<file path="src/rtl/absval_pkg.sv">
// Shared types and helpers for the round-robin absolute-value scheduler.
// Latency: n/a (package only).
// Backpressure: n/a (package only).
//
// Contents:
//   ABS_WIDTH / ABS_N_REQ / ABS_ID_W : datapath geometry for the stage record.
//                                      The top's WIDTH/N_REQ must match these.
//   stage_t                          : pipeline stage record (valid, data, id, ovf).
//   is_min_neg_f(x)                  : x is the most-negative two's complement value.
//   absval_f(x)                      : |x|, truncated to ABS_WIDTH bits.
// Optional feature macro: ABSVAL_SAT_EN. When defined, |most-negative|
// saturates to the largest positive value instead of wrapping to itself.
package absval_pkg;

  localparam int unsigned ABS_WIDTH = 8;
  localparam int unsigned ABS_N_REQ = 4;
  localparam int unsigned ABS_ID_W  = $clog2(ABS_N_REQ);

  typedef logic [ABS_WIDTH-1:0] abs_dat_t;

  typedef struct packed {
    logic                vld;
    abs_dat_t            dat;
    logic [ABS_ID_W-1:0] id;
    logic                ovf;
  } stage_t;

  function automatic logic is_min_neg_f(input abs_dat_t x);
    return x == {1'b1, {(ABS_WIDTH-1){1'b0}}};
  endfunction

  function automatic abs_dat_t absval_f(input abs_dat_t x);
    abs_dat_t res;
    res = x[ABS_WIDTH-1] ? (~x + 1'b1) : x;
`ifdef ABSVAL_SAT_EN
    // Negating the most-negative value wraps back to itself; clamp it.
    if (is_min_neg_f(x)) begin
      res = {1'b0, {(ABS_WIDTH-1){1'b1}}};
    end
`endif
    return res;
  endfunction

endpackage

</file>
<file path="src/rtl/absval_rr_arb.sv">
// Combinational round-robin arbiter: first valid index at or after rr_ptr.
// Latency: zero (purely combinational).
// Backpressure: none; the caller gates the grant with its own advance condition.
//
// Ports:
//   req_valid [N_REQ] : requesters asking for service
//   rr_ptr    [ID_W]  : highest-priority index this cycle
//   gnt_oh    [N_REQ] : one-hot grant (all zero when nothing is valid)
//   gnt_idx   [ID_W]  : encoded grant index (0 when nothing is valid)
module absval_rr_arb #(
  parameter int N_REQ = 4,
  parameter int ID_W  = $clog2(N_REQ)
) (
  input  logic [N_REQ-1:0] req_valid,
  input  logic [ID_W-1:0]  rr_ptr,
  output logic [N_REQ-1:0] gnt_oh,
  output logic [ID_W-1:0]  gnt_idx
);

  logic            found;
  logic [ID_W-1:0] idx;

  always_comb begin
    gnt_oh  = '0;
    gnt_idx = '0;
    found   = 1'b0;
    idx     = '0;
    // Walk N_REQ positions starting at the pointer, wrapping modulo N_REQ.
    for (int k = 0; k < N_REQ; k++) begin
      idx = ID_W'((int'(rr_ptr) + k) % N_REQ);
      if (!found && req_valid[idx]) begin
        found       = 1'b1;
        gnt_oh[idx] = 1'b1;
        gnt_idx     = idx;
      end
    end
  end

endmodule

</file>
<file path="src/rtl/absval_rr_sched.sv">
// Round-robin scheduler sharing one two-stage signed |x| pipeline among N_REQ requesters.
// Latency: result valid after the second rising edge counting the accepting edge.
// Backpressure: rsp_ready low freezes S2; S1 then fills and all req_ready drop to 0.
//
// Ports:
//   clk, rst_n            : clock, asynchronous active-low reset
//   req_valid/req_ready   : per-requester handshake (req_ready is one-hot or zero)
//   req_data              : operands, requester i at [i*WIDTH +: WIDTH]
//   rsp_valid/rsp_ready   : response handshake
//   rsp_data/rsp_id/rsp_ovf : |operand|, requester index, most-negative flag
// Optional feature macro: ABSVAL_SAT_EN (saturating result, see absval_pkg).
module absval_rr_sched
  import absval_pkg::*;
#(
  parameter int WIDTH = ABS_WIDTH,
  parameter int N_REQ = ABS_N_REQ,
  parameter int ID_W  = $clog2(N_REQ)
) (
  input  logic                   clk,
  input  logic                   rst_n,
  input  logic [N_REQ-1:0]       req_valid,
  input  logic [N_REQ*WIDTH-1:0] req_data,
  output logic [N_REQ-1:0]       req_ready,
  output logic                   rsp_valid,
  input  logic                   rsp_ready,
  output logic [WIDTH-1:0]       rsp_data,
  output logic [ID_W-1:0]        rsp_id,
  output logic                   rsp_ovf
);

  stage_t           s1_q, s1_d;
  stage_t           s2_q, s2_d;
  logic [ID_W-1:0]  rr_ptr_q, rr_ptr_d;

  logic [N_REQ-1:0] gnt_oh;
  logic [ID_W-1:0]  gnt_idx;
  logic             adv1, adv2, xfer;
  logic [WIDTH-1:0] sel_dat;

  absval_rr_arb #(
    .N_REQ (N_REQ),
    .ID_W  (ID_W)
  ) u_arb (
    .req_valid (req_valid),
    .rr_ptr    (rr_ptr_q),
    .gnt_oh    (gnt_oh),
    .gnt_idx   (gnt_idx)
  );

  assign adv2 = !s2_q.vld || rsp_ready;
  assign adv1 = !s1_q.vld || adv2;

  // Gated by rst_n so no requester sees a grant while reset is held.
  assign req_ready = (adv1 && rst_n) ? gnt_oh : '0;
  assign xfer      = |(req_valid & req_ready);

  always_comb begin
    sel_dat = '0;
    for (int i = 0; i < N_REQ; i++) begin
      if (gnt_idx == ID_W'(i)) begin
        sel_dat = req_data[i*WIDTH +: WIDTH];
      end
    end
  end

  always_comb begin
    s1_d     = s1_q;
    s2_d     = s2_q;
    rr_ptr_d = rr_ptr_q;

    if (adv1) begin
      s1_d.vld = xfer;
      if (xfer) begin
        s1_d.dat = sel_dat;
        s1_d.id  = gnt_idx;
        s1_d.ovf = is_min_neg_f(sel_dat);
      end
    end

    if (adv2) begin
      s2_d.vld = s1_q.vld;
      if (s1_q.vld) begin
        s2_d.dat = absval_f(s1_q.dat);
        s2_d.id  = s1_q.id;
        s2_d.ovf = s1_q.ovf;
      end
    end

    if (xfer) begin
      rr_ptr_d = (gnt_idx == ID_W'(N_REQ-1)) ? '0 : gnt_idx + 1'b1;
    end
  end

  always_ff @(posedge clk or negedge rst_n) begin
    if (!rst_n) begin
      s1_q     <= '0;
      s2_q     <= '0;
      rr_ptr_q <= '0;
    end else begin
      s1_q     <= s1_d;
      s2_q     <= s2_d;
      rr_ptr_q <= rr_ptr_d;
    end
  end

  assign rsp_valid = s2_q.vld;
  assign rsp_data  = s2_q.dat;
  assign rsp_id    = s2_q.id;
  assign rsp_ovf   = s2_q.ovf;

endmodule

</file>
<file path="config.mk">
export PLATFORM = sky130hd
export DESIGN_NAME = absval_rr_sched
export DESIGN_NICKNAME = d
export VERILOG_FILES = /design/src/rtl/absval_pkg.sv /design/src/rtl/absval_rr_arb.sv /design/src/rtl/absval_rr_sched.sv
export SDC_FILE = /design/constraint.sdc
export NUM_CORES = 1
export LEC_CHECK = 0
export ABC_CLOCK_PERIOD_IN_PS = 4600
export CAP_MARGIN = 20
export CORE_MARGIN = 2
export CORE_UTILIZATION = 49
export DETAILED_ROUTE_END_ITERATION = 16
export PLACE_DENSITY_LB_ADDON = 0.05
export RECOVER_POWER = 25
export SETUP_SLACK_MARGIN = 0.15
export SLEW_MARGIN = 0
export SYNTH_ARGS = -nofsm -noshare
export SYNTH_HDL_FRONTEND = slang
export SYNTH_SLANG_ARGS = --single-unit
</file>
<file path="constraint.sdc">
create_clock -name clk -period 4.6 [get_ports clk]
set_clock_uncertainty 0.15 [all_clocks]
set_input_delay 0.69 -clock clk [delete_from_list [all_inputs] [get_ports clk]]
set_output_delay 0.69 -clock clk [all_outputs]
set_load 0.05 [all_outputs]
</file>
==> flow_metrics.py, run 1 <==
metrics = {
    "clock_tree": {
        "clk_path_buf_depth": 2,
        "cts_setup_buffers": 0,
        "cts_made_buffers": 3,
        "h-tree-depth": 1,
        "path_clk_slew_ns": 0.08,
        "cts.sinks": 26,
        "cts_tree": "yes",
        "cts_hold_buf": 0,
        "cts_resized": 0,
        "cts_root_buf": "clkbuf_8",
        "clkLatencyLatePin_ns": 0.27,
    },
    "route": {
        "routed_wl_um": 4484,
        "drt-pass1-iter-count": 4,
        "route.vias.total": 1794,
        "avgRoutedWirePerCell_um": 14.01,
        "drtIter0Drc": 88,
        "viasPerCell": 5.606,
        "post-route-drc-count": 0,
        "ant_nets": 0,
    },
    "sta": {
        "fin_setup_tns_ns": 0,
        "rsz0062_at_grt": "false",
        "hold_viol_final": 0,
        "fin_crit_sh_pct": 90.83,
        "slew_headroom_pct": -0.06692,
        "fmaxAchievable_mhz": 239.3,
        "min_period_ns": 4.178,
        "slew_viol_final": 30,
        "setup_viol": 0,
        "worstMarginPinSlew_ns": 1.501,
    },
    "global_routing": {
        "grt_pass1_wl_um": 7472,
        "grt_use_total_pct": 20.91,
        "first_global_vias": 1605,
        "antenna_found_initial": 0,
        "grt_max_degree": 31,
        "gr-total-overflow": 0,
    },
    "yosys": {
        "synth.distinct_cells": 40,
        "syn_area_per_cell_um2": 9.373,
        "synth_ff_type": "dfrtp_1",
        "synth_cells": 220,
        "syn_nets": 271,
        "ys_ff_latch": 26,
        "postSynth.asyncResetShare_pct": 100.0,
        "yosysSeqAreaShare_pct": 31.55,
        "yosys_warnings": 0,
        "syn-cell-area_mm2": 0.002062,
        "synth_edf_count": 0,
    },
    "power_and_ir_drop": {
        "power.leakage_nw": 1.182,
        "irDropWorstVdd_mv": 0.4704,
        "power_density_mw_per_mm2": 837.5,
    },
    "min_path": {
        "hold_path_class": "register to register",
    },
    "die": {
        "start_util_pct": 51.18,
        "fp.dieW_um": 68.87,
        "die_h_um": 68.87,
        "rows": 23,
        "core_area_mm2": 0.004029,
        "ioPinCount": 55,
        "die-area_mm2": 0.004743,
    },
    "worst_setup_path": {
        "end_kind": "output pin",
        "worst-path-max-fanout": 11,
        "worstPathRequired_ns": 3.76,
        "cp_cell_sequence": "clkdlybuf4s50_1, mux4_2, nand3b_1, a21oi_1, a21o_1, mux2i_1, nor2_1, clkdlybuf4s50_1",
        "critPathMostFrequentCell": "clkdlybuf4s50_1",
        "worst-endpoint-arrival_ns": 3.34,
        "max_stage_delay_ns": 0.80,
        "start_kind": "input pin",
        "critPathSlowestCell": "clkdlybuf4s50_1",
        "crit_type": "input pin to output pin",
    },
    "placed_design": {
        "io_buffers": 54,
        "place_inst": 316,
        "place_congestion": 0.9064,
        "hpwlAfterDp_um": 3542,
    },
    "cells_and_area": {
        "n_antenna_cell": 0,
        "register_area_um2": 650.6,
        "final_nets": 322,
        "layout_commonest_cell": "clkdlybuf4s50_1",
        "fill_cells": 339,
        "stdcell_count": 320,
        "final_cell_mix": "53 x clkdlybuf4s50_1, 26 x dfrtp_1, 21 x nand2_1, 14 x inv_1, 13 x a21oi_1",
        "syn_to_final_growth_pct": 31.01,
        "multiInputGateArea_mm2": 0.001279,
        "drive_gt1_share_pct": 10.00,
    },
    "run_status": {
        "status": "complete, but fails checks",
        "failed_checks": "max-capacitance violations, max-slew violations",
    },
    "job": {
        "cap_violations": 1,
    },
}
critical path, delay by kind of cell:
family	cells	cell delay [ns]
simple gates	2	0.32
compound gates	2	0.28
buf+inv	2	1.36
mux	2	0.70
synthesized netlist by cell type (all sizes together), types with 4 or more instances:
cell	instances	share of area, %
dfrtp	26	32
nand2	24	4.7
inv	15	2.7
a21oi	14	3.6
o21ai	13	3.2
ha	12	7.3
mux2	12	7.5
mux2i	11	5.3
nor2	11	2.0
clkbuf	10	1.8
nand3b	9	3.3
nand3	7	1.7
a221o	6	2.9
a22oi	6	2.2
a21o	5	1.8
buf	4	1.9
mux4	4	4.4
nand2b	4	1.2
nor2b	4	1.2
xnor2	4	1.7
power breakdown:
part	leakage (nW)	internal (mW)	total, mW	switching [mW]
Sequential	0.326	0.340	0.420	0.0804
Combinational	0.820	0.726	1.66	0.929
Clock	0.0357	0.116	0.187	0.0709
layout make-up:
class                   instances  area share [%]
multi-input cells             165           47.34
flip-flops and latches         26           24.09
repair buffers                 60           21.54
well taps                      50           2.316
inverters                      15           2.084
clock buffers                   3           1.528
clock inverters                 1           1.112
cells by family after synthesis:
family / Yosys count / synth area share [%]
compound gates: 57 / 19.84
xor+xnor: 5 / 2.124
fa+ha+maj: 12 / 7.281
simple gates: 64 / 15.59
buf+inv: 29 / 6.432
mux: 27 / 17.17
flops: 26 / 31.55
final timing paths:
check	from	to	slack [ns]	cells past startpoint
setup / recovery	req_valid[3]	req_ready[0]	0.42	8
min in group asynchronous	rst_n	rsp_data[6]$_DFFE_PN0P_	1.19	2
max in group asynchronous	rst_n	s1_q[1]$_DFFE_PN0P_	2.24	2
setup reg to reg	rr_ptr_q[1]$_DFFE_PN0P_	s1_q[0]$_DFFE_PN0P_	0.56	15
hold / removal	rsp_data[7]$_DFFE_PN0P_	rsp_data[7]$_DFFE_PN0P_	0.33	2
hold reg to reg	rsp_data[7]$_DFFE_PN0P_	rsp_data[7]$_DFFE_PN0P_	0.33	2
metal layers:
layer	GRT usage [%]	vias up	part of all wire, %
met4	6.863	0	0.94
met3	3.571	4	8.2
met1	32.31	811	49
met2	29.21	84	41
met5	0	-	0
li1	-	895	-
state kept, by name, indices dropped and copies added, names as in the netlist:
signal     count
s1_q          12
rsp_data       8
rr_ptr_q       2
rsp_id         2
rsp_ovf        1
rsp_valid      1
metrics by stage:
| step | setup WS, ns | area, µm² | total power, mW | hold WS [ns] | utilization [%] |
|---|---|---|---|---|---|
| 2_1_floorplan | 0.6465 | 2062 | 1.694 | 0.2444 | - |
| 3_3_place_gp | 0.3922 | 2634 | 2.051 | 0.3124 | 65.37 |
| 3_5_place_dp | 0.2804 | 2634 | 2.070 | 0.3241 | 65.37 |
| 4_1_cts | 0.4353 | 2705 | 2.267 | 0.3437 | 67.14 |
| 5_1_grt | 0.2564 | 2701 | 2.454 | 0.3693 | 67.05 |
| 6_report | 0.4217 | 2701 | 2.263 | 0.3341 | 67.05 |
Note: power is estimated with default switching activity, not from simulation.
==> run 2: changes to the inputs <==
PLACE_DENSITY_LB_ADDON = 0.1   (was 0.05)
SETUP_SLACK_MARGIN = 0.3   (was 0.15)
==> run 2 against run 1 <==
Compared with the run above: the run still ends with max-capacitance violations, max-slew violations left; combinational power is essentially flat; power decreased by 3.0%; global-route usage down 0.71 points; clock-buffer cell count stayed put; sequential share of layout area grew 0.23 points; via count grew 0.78%; critical path depth unchanged; setup slack got worse by 0.0011 ns; hold slack better by 0.0024 ns; sequential power hardly changed; critical endpoint is now req_ready[2].
==> flow_metrics.py, run 2 (same netlist as run 1, synthesis figures left out) <==
metrics = {
    "route": {
        "avgRoutedWirePerCell_um": 14.03,
        "ant_nets": 0,
        "viasPerCell": 5.668,
        "drtIter0Drc": 130,
        "routed_wl_um": 4475,
        "post-route-drc-count": 0,
        "drt-pass1-iter-count": 4,
        "route.vias.total": 1808,
    },
    "worst_setup_path": {
        "rrSetupSlack_ns": 0.70,
        "crit_type": "input pin to output pin",
        "worst-endpoint-arrival_ns": 3.34,
        "start_kind": "input pin",
        "rr_worst_depth": 14,
        "crit_start": "req_valid[3]",
        "reg2reg_from": "rr_ptr_q[1]$_DFFE_PN0P_",
        "crit_path_end": "req_ready[2]",
        "worstPathRequired_ns": 3.76,
        "end_kind": "output pin",
        "worst-path-max-fanout": 11,
        "rr_endpoint": "s1_q[0]$_DFFE_PN0P_",
    },
    "global_routing": {
        "grt_use_total_pct": 20.20,
        "gr-total-overflow": 0,
        "grt_pass1_wl_um": 7182,
        "antenna_found_initial": 0,
        "first_global_vias": 1559,
        "grt_max_degree": 31,
    },
    "clock_tree": {
        "path_clk_slew_ns": 0.08,
        "cts_tree": "yes",
        "clkLatencyLatePin_ns": 0.26,
        "cts_hold_buf": 0,
        "clk_path_buf_depth": 2,
        "h-tree-depth": 1,
        "cts_made_buffers": 3,
        "cts_root_buf": "clkbuf_8",
        "cts.sinks": 26,
    },
    "sta": {
        "slew_viol_final": 31,
        "fin_setup_tns_ns": 0,
        "hold_viol_final": 0,
        "setup_viol": 0,
        "min_period_ns": 4.179,
        "slew_headroom_pct": -2.567,
        "worstMarginPinSlew_ns": 1.538,
        "rsz0062_at_grt": "false",
        "fmaxAchievable_mhz": 239.3,
        "fin_crit_sh_pct": 90.86,
    },
    "die": {
        "start_util_pct": 51.18,
        "core_area_mm2": 0.004029,
        "fp.dieW_um": 68.87,
        "rows": 23,
        "die_h_um": 68.87,
        "ioPinCount": 55,
        "die-area_mm2": 0.004743,
    },
    "cells_and_area": {
        "final_util_pct": 66.43,
        "syn_to_final_growth_pct": 29.79,
        "fill_cells": 355,
        "n_antenna_cell": 0,
        "max_flop_register": "s1_q",
        "drive_gt1_share_pct": 9.665,
        "final_cell_mix": "51 x clkdlybuf4s50_1, 26 x dfrtp_1, 21 x nand2_1, 14 x inv_1, 13 x a21oi_1",
        "layout_commonest_cell": "clkdlybuf4s50_1",
        "largest_reg_flops": 12,
        "final_nets": 322,
    },
    "power_and_ir_drop": {
        "power.leakage_nw": 1.200,
        "power_density_mw_per_mm2": 819.7,
        "irDropWorstVdd_mv": 0.4109,
        "finalPower_mw": 2.194,
    },
    "placed_design": {
        "io_buffers": 54,
        "hpwlAfterDp_um": 3512,
        "place_congestion": 0.9385,
    },
    "job": {
        "cap_violations": 1,
    },
    "run_status": {
        "failed_checks": "max-capacitance violations, max-slew violations",
        "status": "complete, but fails checks",
    },
    "min_path": {
        "hold_path_class": "register to register",
    },
}
## run 2: per-stage QoR
stage          area (µm²)  hold WS (ns)  cells  setup WS, ns
4_1_cts              2675        0.3411    319        0.4130
5_1_grt              2676        0.3638    319        0.3099
3_5_place_dp         2634        0.3216    316        0.3554
2_1_floorplan        2062        0.2444    220        0.6465
6_report             2676        0.3364    319        0.4206
3_3_place_gp         2634        0.3122    316        0.4134
## run 2: what timing repair did
item | CTS | global route
endpoints found under the setup margin | 0 | 2
setup buffers | 0 | 0
gates resized for setup | 0 | 2
## run 2: worst min path at each step
stage / from / endpoint / slack, ns / cells after the start
floorplan: rst_n / rr_ptr_q[0]$_DFFE_PN0P_ / 0.24 / 0
global placement: rsp_data[6]$_DFFE_PN0P_ / rsp_data[6]$_DFFE_PN0P_ / 0.31 / 2
detailed placement: rsp_data[7]$_DFFE_PN0P_ / rsp_data[7]$_DFFE_PN0P_ / 0.32 / 2
CTS: rsp_data[7]$_DFFE_PN0P_ / rsp_data[7]$_DFFE_PN0P_ / 0.34 / 2
global route: rsp_data[3]$_DFFE_PN0P_ / rsp_data[3]$_DFFE_PN0P_ / 0.36 / 2
finish: rsp_data[4]$_DFFE_PN0P_ / rsp_data[4]$_DFFE_PN0P_ / 0.34 / 2
## run 2: area by class of cell
class	count	area (µm²)	share of cell area [%]
clock buffers	3	41.29	1.543
inverters	15	56.30	2.104
multi-input cells	165	1279	47.78
flip-flops and latches	26	650.6	24.31
well taps	50	62.56	2.338
repair buffers	60	586.8	21.93
## run 2: worst max-delay path: stages
cell and delay, ns:
clkdlybuf4s50_1 0.57, mux4_2 0.64, nand3b_1 0.22, a21oi_1 0.16, a21o_1 0.10, mux2i_1 0.06
nor2_1 0.10, clkdlybuf4s50_1 0.80
## run 2: report_power, final
group | switching [mW] | internal (mW)
sequential | 0.0778 | 0.340
clock | 0.0646 | 0.0585
combinational | 0.932 | 0.721
## run 2: metal layers
layer | wire length [µm] | GRT usage, %
met1 | 2209 | 31.02
met2 | 1891 | 28.85
met3 | 351 | 3.896
met4 | 23 | 5.147
met5 | 0 | 0
